`config.mk`:
```
export PLATFORM = sky130hd
export DESIGN_NAME = acc_mult_seq
export DESIGN_NICKNAME = d
export VERILOG_FILES = /design/src/rtl/acc_mult_seq.sv
export SDC_FILE = /design/constraint.sdc
export NUM_CORES = 1
export LEC_CHECK = 0
export CAP_MARGIN = 20
export CORE_MARGIN = 2
export CORE_UTILIZATION = 30
export CTS_CLUSTER_DIAMETER = 80
export DETAILED_ROUTE_END_ITERATION = 7
export GPL_TIMING_DRIVEN = 0
export RECOVER_POWER = 50
export SETUP_SLACK_MARGIN = 0.3
export SLEW_MARGIN = 0
export SYNTH_ARGS = -nofsm -noshare
export SYNTH_HDL_FRONTEND = slang
export SYNTH_SLANG_ARGS = --single-unit
```
`constraint.sdc`:
```
create_clock -name Clk -period 3.55 [get_ports Clk]
set_clock_uncertainty 0.15 [all_clocks]
set_input_delay 0.71 -clock Clk [delete_from_list [all_inputs] [get_ports Clk]]
set_output_delay 0.71 -clock Clk [all_outputs]
set_load 0.01 [all_outputs]
```
`src/rtl/acc_mult_seq.sv`:
```
// Shift-add unsigned multiplier with a (2*WIDTH+1)-bit accumulator, manual
// Load/Sh/Ad commands in IDLE and an internal Start-driven sequencer.
//
// state   | meaning
// --------+------------------------------------------------------------
// S_IDLE  | waiting; Start > Load > Ad > Sh, at most one action per cycle
// S_ADD   | add captured multiplicand into upper half if ACC[0] is set
// S_SHIFT | logical right shift of ACC, advance bit counter
// S_DONE  | one-cycle completion pulse, ACC held, all commands ignored
module acc_mult_seq #(
    parameter int WIDTH = 4
) (
    input  logic               Clk,
    input  logic               Rst_n,
    input  logic               Start,
    input  logic [WIDTH-1:0]   Multiplicando,
    input  logic [WIDTH-1:0]   Multiplicador,
    input  logic               Load,
    input  logic               Sh,
    input  logic               Ad,
    input  logic [2*WIDTH:0]   Entradas,
    output logic [2*WIDTH:0]   Saidas,
    output logic [2*WIDTH-1:0] Produto,
    output logic               Busy,
    output logic               Done
);

    localparam int AW = 2*WIDTH + 1;
    localparam int CW = $clog2(WIDTH);

    typedef enum logic [1:0] {
        S_IDLE  = 2'd0,
        S_ADD   = 2'd1,
        S_SHIFT = 2'd2,
        S_DONE  = 2'd3
    } state_t;

    state_t           state_q, state_d;
    logic [AW-1:0]    acc_q, acc_d;
    logic [WIDTH-1:0] mcand_q, mcand_d;
    logic [CW-1:0]    count_q, count_d;

    logic             last_shift;
    logic [WIDTH-1:0] add_m;
    logic [WIDTH:0]   add_sum;
    logic [AW-1:0]    acc_added;
    logic [AW-1:0]    acc_shifted;

    assign last_shift = (count_q == CW'(WIDTH-1));

    // Manual Ad uses the live port; the sequencer uses the captured operand.
    assign add_m       = (state_q == S_IDLE) ? Multiplicando : mcand_q;
    assign add_sum     = {1'b0, acc_q[2*WIDTH-1:WIDTH]} + {1'b0, add_m};
    assign acc_added   = {add_sum, acc_q[WIDTH-1:0]};
    assign acc_shifted = {1'b0, acc_q[AW-1:1]};

    always_ff @(posedge Clk or negedge Rst_n) begin
        if (!Rst_n) begin
            state_q <= S_IDLE;
        end else begin
            state_q <= state_d;
        end
    end

    always_comb begin
        state_d = state_q;
        case (state_q)
            S_IDLE:  if (Start) state_d = S_ADD;
            S_ADD:   state_d = S_SHIFT;
            S_SHIFT: state_d = last_shift ? S_DONE : S_ADD;
            S_DONE:  state_d = S_IDLE;
            default: state_d = S_IDLE;
        endcase
    end

    always_comb begin
        Busy = 1'b0;
        Done = 1'b0;
        case (state_q)
            S_ADD, S_SHIFT: Busy = 1'b1;
            S_DONE:         Done = 1'b1;
            default:        ;
        endcase
    end

    always_comb begin
        acc_d   = acc_q;
        mcand_d = mcand_q;
        count_d = count_q;
        case (state_q)
            S_IDLE: begin
                if (Start) begin
                    acc_d   = {{(WIDTH+1){1'b0}}, Multiplicador};
                    mcand_d = Multiplicando;
                    count_d = '0;
                end else if (Load) begin
                    acc_d = Entradas;
                end else if (Ad) begin
                    acc_d = acc_added;
                end else if (Sh) begin
                    acc_d = acc_shifted;
                end
            end
            S_ADD: begin
                if (acc_q[0]) acc_d = acc_added;
            end
            S_SHIFT: begin
                acc_d = acc_shifted;
                // Counter saturates at WIDTH-1; the FSM leaves SHIFT then.
                if (!last_shift) count_d = count_q + CW'(1);
            end
            default: ;
        endcase
    end

    always_ff @(posedge Clk or negedge Rst_n) begin
        if (!Rst_n) begin
            acc_q   <= '0;
            mcand_q <= '0;
            count_q <= '0;
        end else begin
            acc_q   <= acc_d;
            mcand_q <= mcand_d;
            count_q <= count_d;
        end
    end

    assign Saidas  = acc_q;
    assign Produto = acc_q[2*WIDTH-1:0];

endmodule

```
Word-level counts from Yosys, hierarchy flattened:

Index checks and enable logic that the tools add are counted.

* add/sub/neg operators: 2
* equality and inequality tests: 10
* muxes and demuxes: 15
* bitwise logic cells: 1
* reductions and logical operators: 9

Operators by type and width (count)
* $mux W9: 5
* $pmux W9 S3: 1
* $reduce_and A3 Y1: 3
* $mux W2: 4
* $ne A4 B4 Y1 const B: 2
* $pmux W2 S4: 1
* $eq A2 B2 Y1 const B: 3
* $ne A2 B2 Y1 const B: 3
* $add A4 B4 Y5: 1
* $ne A5 B5 Y1 const B: 1
* $mux W4: 1
* $pmux W2 S2: 1
* $reduce_and A4 Y1: 1
* $reduce_bool A3 Y1: 1
* $add A2 B1 Y2 const B: 1
* $eq A2 B1 Y1 const B: 1
* $logic_not A2 Y1: 1
* $mux W1: 2
* $reduce_and A2 Y1: 1
* $reduce_bool A2 Y1: 1
* $reduce_or A2 Y1: 1
* $not A1 Y1: 1

* bits in registers: 17
* bits of input ports: 23
* output and inout port bits: 19

Depth between registers and ports, before layout:

* depth after elaboration: 7
* gate-level depth with buffers: 12
* gate-level depth less buffers: 11

Worst setup path before layout:

No wires, ideal clock.

* kind: flip-flop to flip-flop
* start: reg state_q[0]
* end: reg acc_q[7] (netlist: Saidas[7])
* setup time: 135 ps
* arrival time: 2401 ps
* required time: 3265 ps
* setup slack: 864 ps
* cell stages (with the launch flop): 11
* path buffers: 1
* period minus slack after synthesis: 2686 ps
* path through: dfrtp_1 inv_1 ha_1 buf_6 mux2_2 ha_1 a21o_1 a21oi_1 mux2_2 a221oi_1 o22ai_1

* longest elaborated chain between the ends: 7
* elaborated cells on any way between the ends: 14

RTL lines
* start, declared: line 38 `state_t state_q, state_d;`
* start signal, assigned: line 61 `state_q <= state_d;`
* $logic_not A2 Y1: line 52, 90
* $mux W4: line 52 `assign add_m = (state_q == S_IDLE) ? Multiplicando : mcand_q;`
* $add A4 B4 Y5: line 53 `assign add_sum = {1'b0, acc_q[2*WIDTH-1:WIDTH]} + {1'b0, add_m};`
* $mux W9: line 98 `end else if (Ad) begin`
* $mux W9: line 96 `end else if (Load) begin`
* $mux W9: line 92 `if (Start) begin`
* $pmux W9 S3: line 90 `case (state_q)`
* end signal, assigned: line 118 `acc_q <= '0;`
* end signal, assigned: line 122 `acc_q <= acc_d;`
* end, declared: line 39 `logic [AW-1:0] acc_q, acc_d;`

Several ways; a longest one is shown, not always the timed one. The select of a mux whose other input is x is not followed.
A chain may end at the register's enable or synchronous reset.

Worst setup path in the final report:

Same ends and word-level chain as after synthesis.

==> impl_summary.txt <==
----------------------------------------------------
[Worst hold path]
  HP Class ... reg2reg

[Critical path]
  Data arrival time at the worst-slack endpoint ... 2.88 ns
  Nature of the critical path startpoint ... flip-flop
  Setup CP Type ... reg2reg
  Setup slack, reg-to-reg ... 0.65 ns
  Worst EP required ... between 3 and 4 ns
  Capturing element type of the critical path ... flip-flop
  Worst-path maximum fanout ... 8

[Clock network]
  Clock tree from TritonCTS ... built
  CTS buffer count ... 3
  Clock Sinks ... 17
  Total number of H-tree levels ... 1
  CTS resizes ... 0
  Number of buffers on the longest clock path ... 2
  Clock-pin slew of the registers on the worst-case setup and hold paths ... 0.07 ns
  Count of hold buffers inserted by post-cts repair ... 0
  Clock Root Buffer ... clkbuf_8
  Latest clock arrival within the worst-skew pair ... 0.26 ns
  Post-CTS Setup Bufs ... 0

[Die]
  Die outline area ... between 0.005 and 0.006 mm^2
  Die Wd ... 71.9 um
  Rows ... 24
  Number of top-level pins ... 42
  Overall die height ... 71.9 um
  Area of the core ... 0.00441 mm^2
  Effective utilization at floorplan ... 31.4%

[Synth]
  Library cell occupying the most area in the post-synthesis netlist ... dfrtp_1
  Simple-gate portion of the synthesized area ... 19.2%
  Cells after synthesis ... 154
  Adder-cell area share of the yosys netlist ... between 10% and 20%
  Combinational family with the most area after synthesis ... simple AND/OR/NAND/NOR gates
  Most used flip-flop cell after synthesis ... dfrtp_1
  Synth top area share ... 30.7%
  Post-synthesis compound-gate area fraction ... 18.0%
  Synthesis-stage register bit count ... 17
  Count of distinct cell types in the synthesized netlist ... 38
  Average size of a mapped cell ... 8.99 um^2
  Yosys synthesis warning count ... 0
  Post-synthesis cell area ... 0.00139 mm^2
  Share of cell area taken by muxes after synthesis ... 8.76%
  Number of flops mapped to enable cells by yosys ... 0
  Most common library cells after synthesis ... dfrtp_1, nor2_1, nand2_1
  Net count after synthesis ... 188
  Synthesized-area fraction occupied by xor and xnor cells ... ~1.3%
  Fraction of synthesis flops using an asynchronous set or reset pin ... between 90% and 100%
  Sequential share of the synthesized area ... 30.7%
  Top post-synthesis cells by area ... dfrtp_1, ha_1, mux2_2

[STA]
  Tightest slew margin relative to the limit ... 44.0%
  Setup-violating endpoint count in the final report ... 0
  Max-slew violation total from the final report ... 0
  Number of hold-slack violations in the final timing report ... 0
  Final worst slack ... 0.650 ns
  Crit path time final ... 2.90 ns
  Ratio of final minimum period to clock period ... 81.7%
  Setup repair after global routing missed its margin ... false
  Measured slew at the worst slew-check pin ... between 0.8 and 0.9 ns
  Achievable Freq ... 345 MHz
  Worst slack on hold paths ... 0.356 ns
  Total Neg Setup Slack ... 0 ns

[Global routing]
  Pin count of the biggest net entering global routing ... 18
  Total gr overflow ... 0
  Initial antenna violation count ... 0
  GRT Total Usage ... 14.4%
  First-pass GRT wire length ... around 5900 um
  Via count of the first global-routing pass ... between 1,000 and 1,500

[Routing]
  ANT nets after route ... 0
  Routed len/inst ... between 10 and 15 um
  Violation count after the first detailed-route iteration ... 59
  Number of vias per cell ... 5.05
  Wirelength, routed ... 3450 um
  Router iterations before antenna repair ... 4
  Via total after detailed routing ... 1,257
  DRC violations left ... 0

[Placed design]
  Dpl ws ... 0.448 ns
  Post-DP HPWL ... 2570 um
  Buffers on Ports ... 39
  Routability congestion estimate ... approximately 0.83

[Cells and area]
  Area Overhead vs Synth ... 34.7%
  Final core utilization ... between 40% and 50%
  Number of nets in the finished design ... roughly 230
  Inserted Diodes ... 0
  Fraction of final layout cells sized beyond drive strength 1 ... 15.7%

[Power and ir drop]
  Leakage Power ... 0.808 nW
  Pwr dens ... 930 mW/mm^2
  Power Total ... 1.74 mW
  Largest voltage drop on the vdd net ... 0.344 mV

[Flow run]
  Max-capacitance violation count ... 0

[Run status]
  Outcome ... completed

----------------------------------------------------
-- worst paths after layout --
path | start | to | cells after the start
max | state_q[0] | Saidas[7] | 10
min | mcand_q[0] | mcand_q[0] | 1
max reg2reg | state_q[0] | Saidas[7] | 10
min reg2reg | mcand_q[0] | mcand_q[0] | 1
max in group asynchronous | Rst_n | state_q[1] | 1
min in group asynchronous | Rst_n | Saidas[5] | 1
-- layer usage --
| metal | wire length, um | vias up | GRT usage (%) |
|---|---|---|---|
| li1 | - | 626 | - |
| met1 | 1610 | 588 | 20.7 |
| met2 | 1620 | 41 | 21.7 |
| met3 | 202 | 2 | 3.19 |
| met4 | 14 | 0 | 4.40 |
| met5 | 0 | - | 0 |
-- registers in the layout, indices dropped and copies added (netlist names) --
register,flops
Saidas,9
count_q,2
mcand_q,4
state_q,2
-- through the flow --
stage	cells	area, um^2
finish	249	1870
global placement	245	1840
CTS	249	1890
floorplan	154	1390
global route	249	1870
detailed placement	245	1840
-- logic make-up after synthesis --
kind of cell	Yosys count
and+or+nand+nor	51
muxes	11
buffers and inverters	24
adders and majority gates	11
AOI/OAI and AO/OA	38
DFF	17
xor gates and xnor gates	2
-- cells in the final DEF (no fill, tap or decap), types with 6 or more instances in the layout --
cell type,synthesis,final
mux2_2,9,9
nor2b_1,6,6
ha_1,10,10
buf_4,10,10
dfrtp_1,17,17
clkdlybuf4s50_1,0,37
nor2_1,17,17
a21oi_1,12,12
nand2_1,13,13
a221oi_1,6,6
o21ai_0,6,6
inv_1,7,7
-- power breakdown --
group / switching, mW / internal, mW
combinational: 0.544 / 0.629
clock: 0.0739 / 0.0781
sequential: 0.116 / 0.294
total: 0.734 / 1.00
-- worst max-delay path, cell delays in order, from the launching register on --
cell	delay, ns
dfrtp_1	0.45
inv_1	0.11
ha_1	0.16
buf_6	0.13
mux2_2	0.35
ha_1	0.27
a21o_1	0.18
a21oi_1	0.25
mux2_2	0.38
a221oi_1	0.21
o22ai_1	0.12
-- layout make-up --
type / instances / area, um^2
plain buffers: 17 / 125
clock buffers: 3 / 41.3
clock inverters: 1 / 5.00
fillers: 432 / 2550
inverters: 7 / 26.3
multi-input cells: 113 / 787
flip-flops and latches: 17 / 425
well taps: 52 / 65.1
repair buffers: 39 / 390
(Power assumes the default switching activity.)
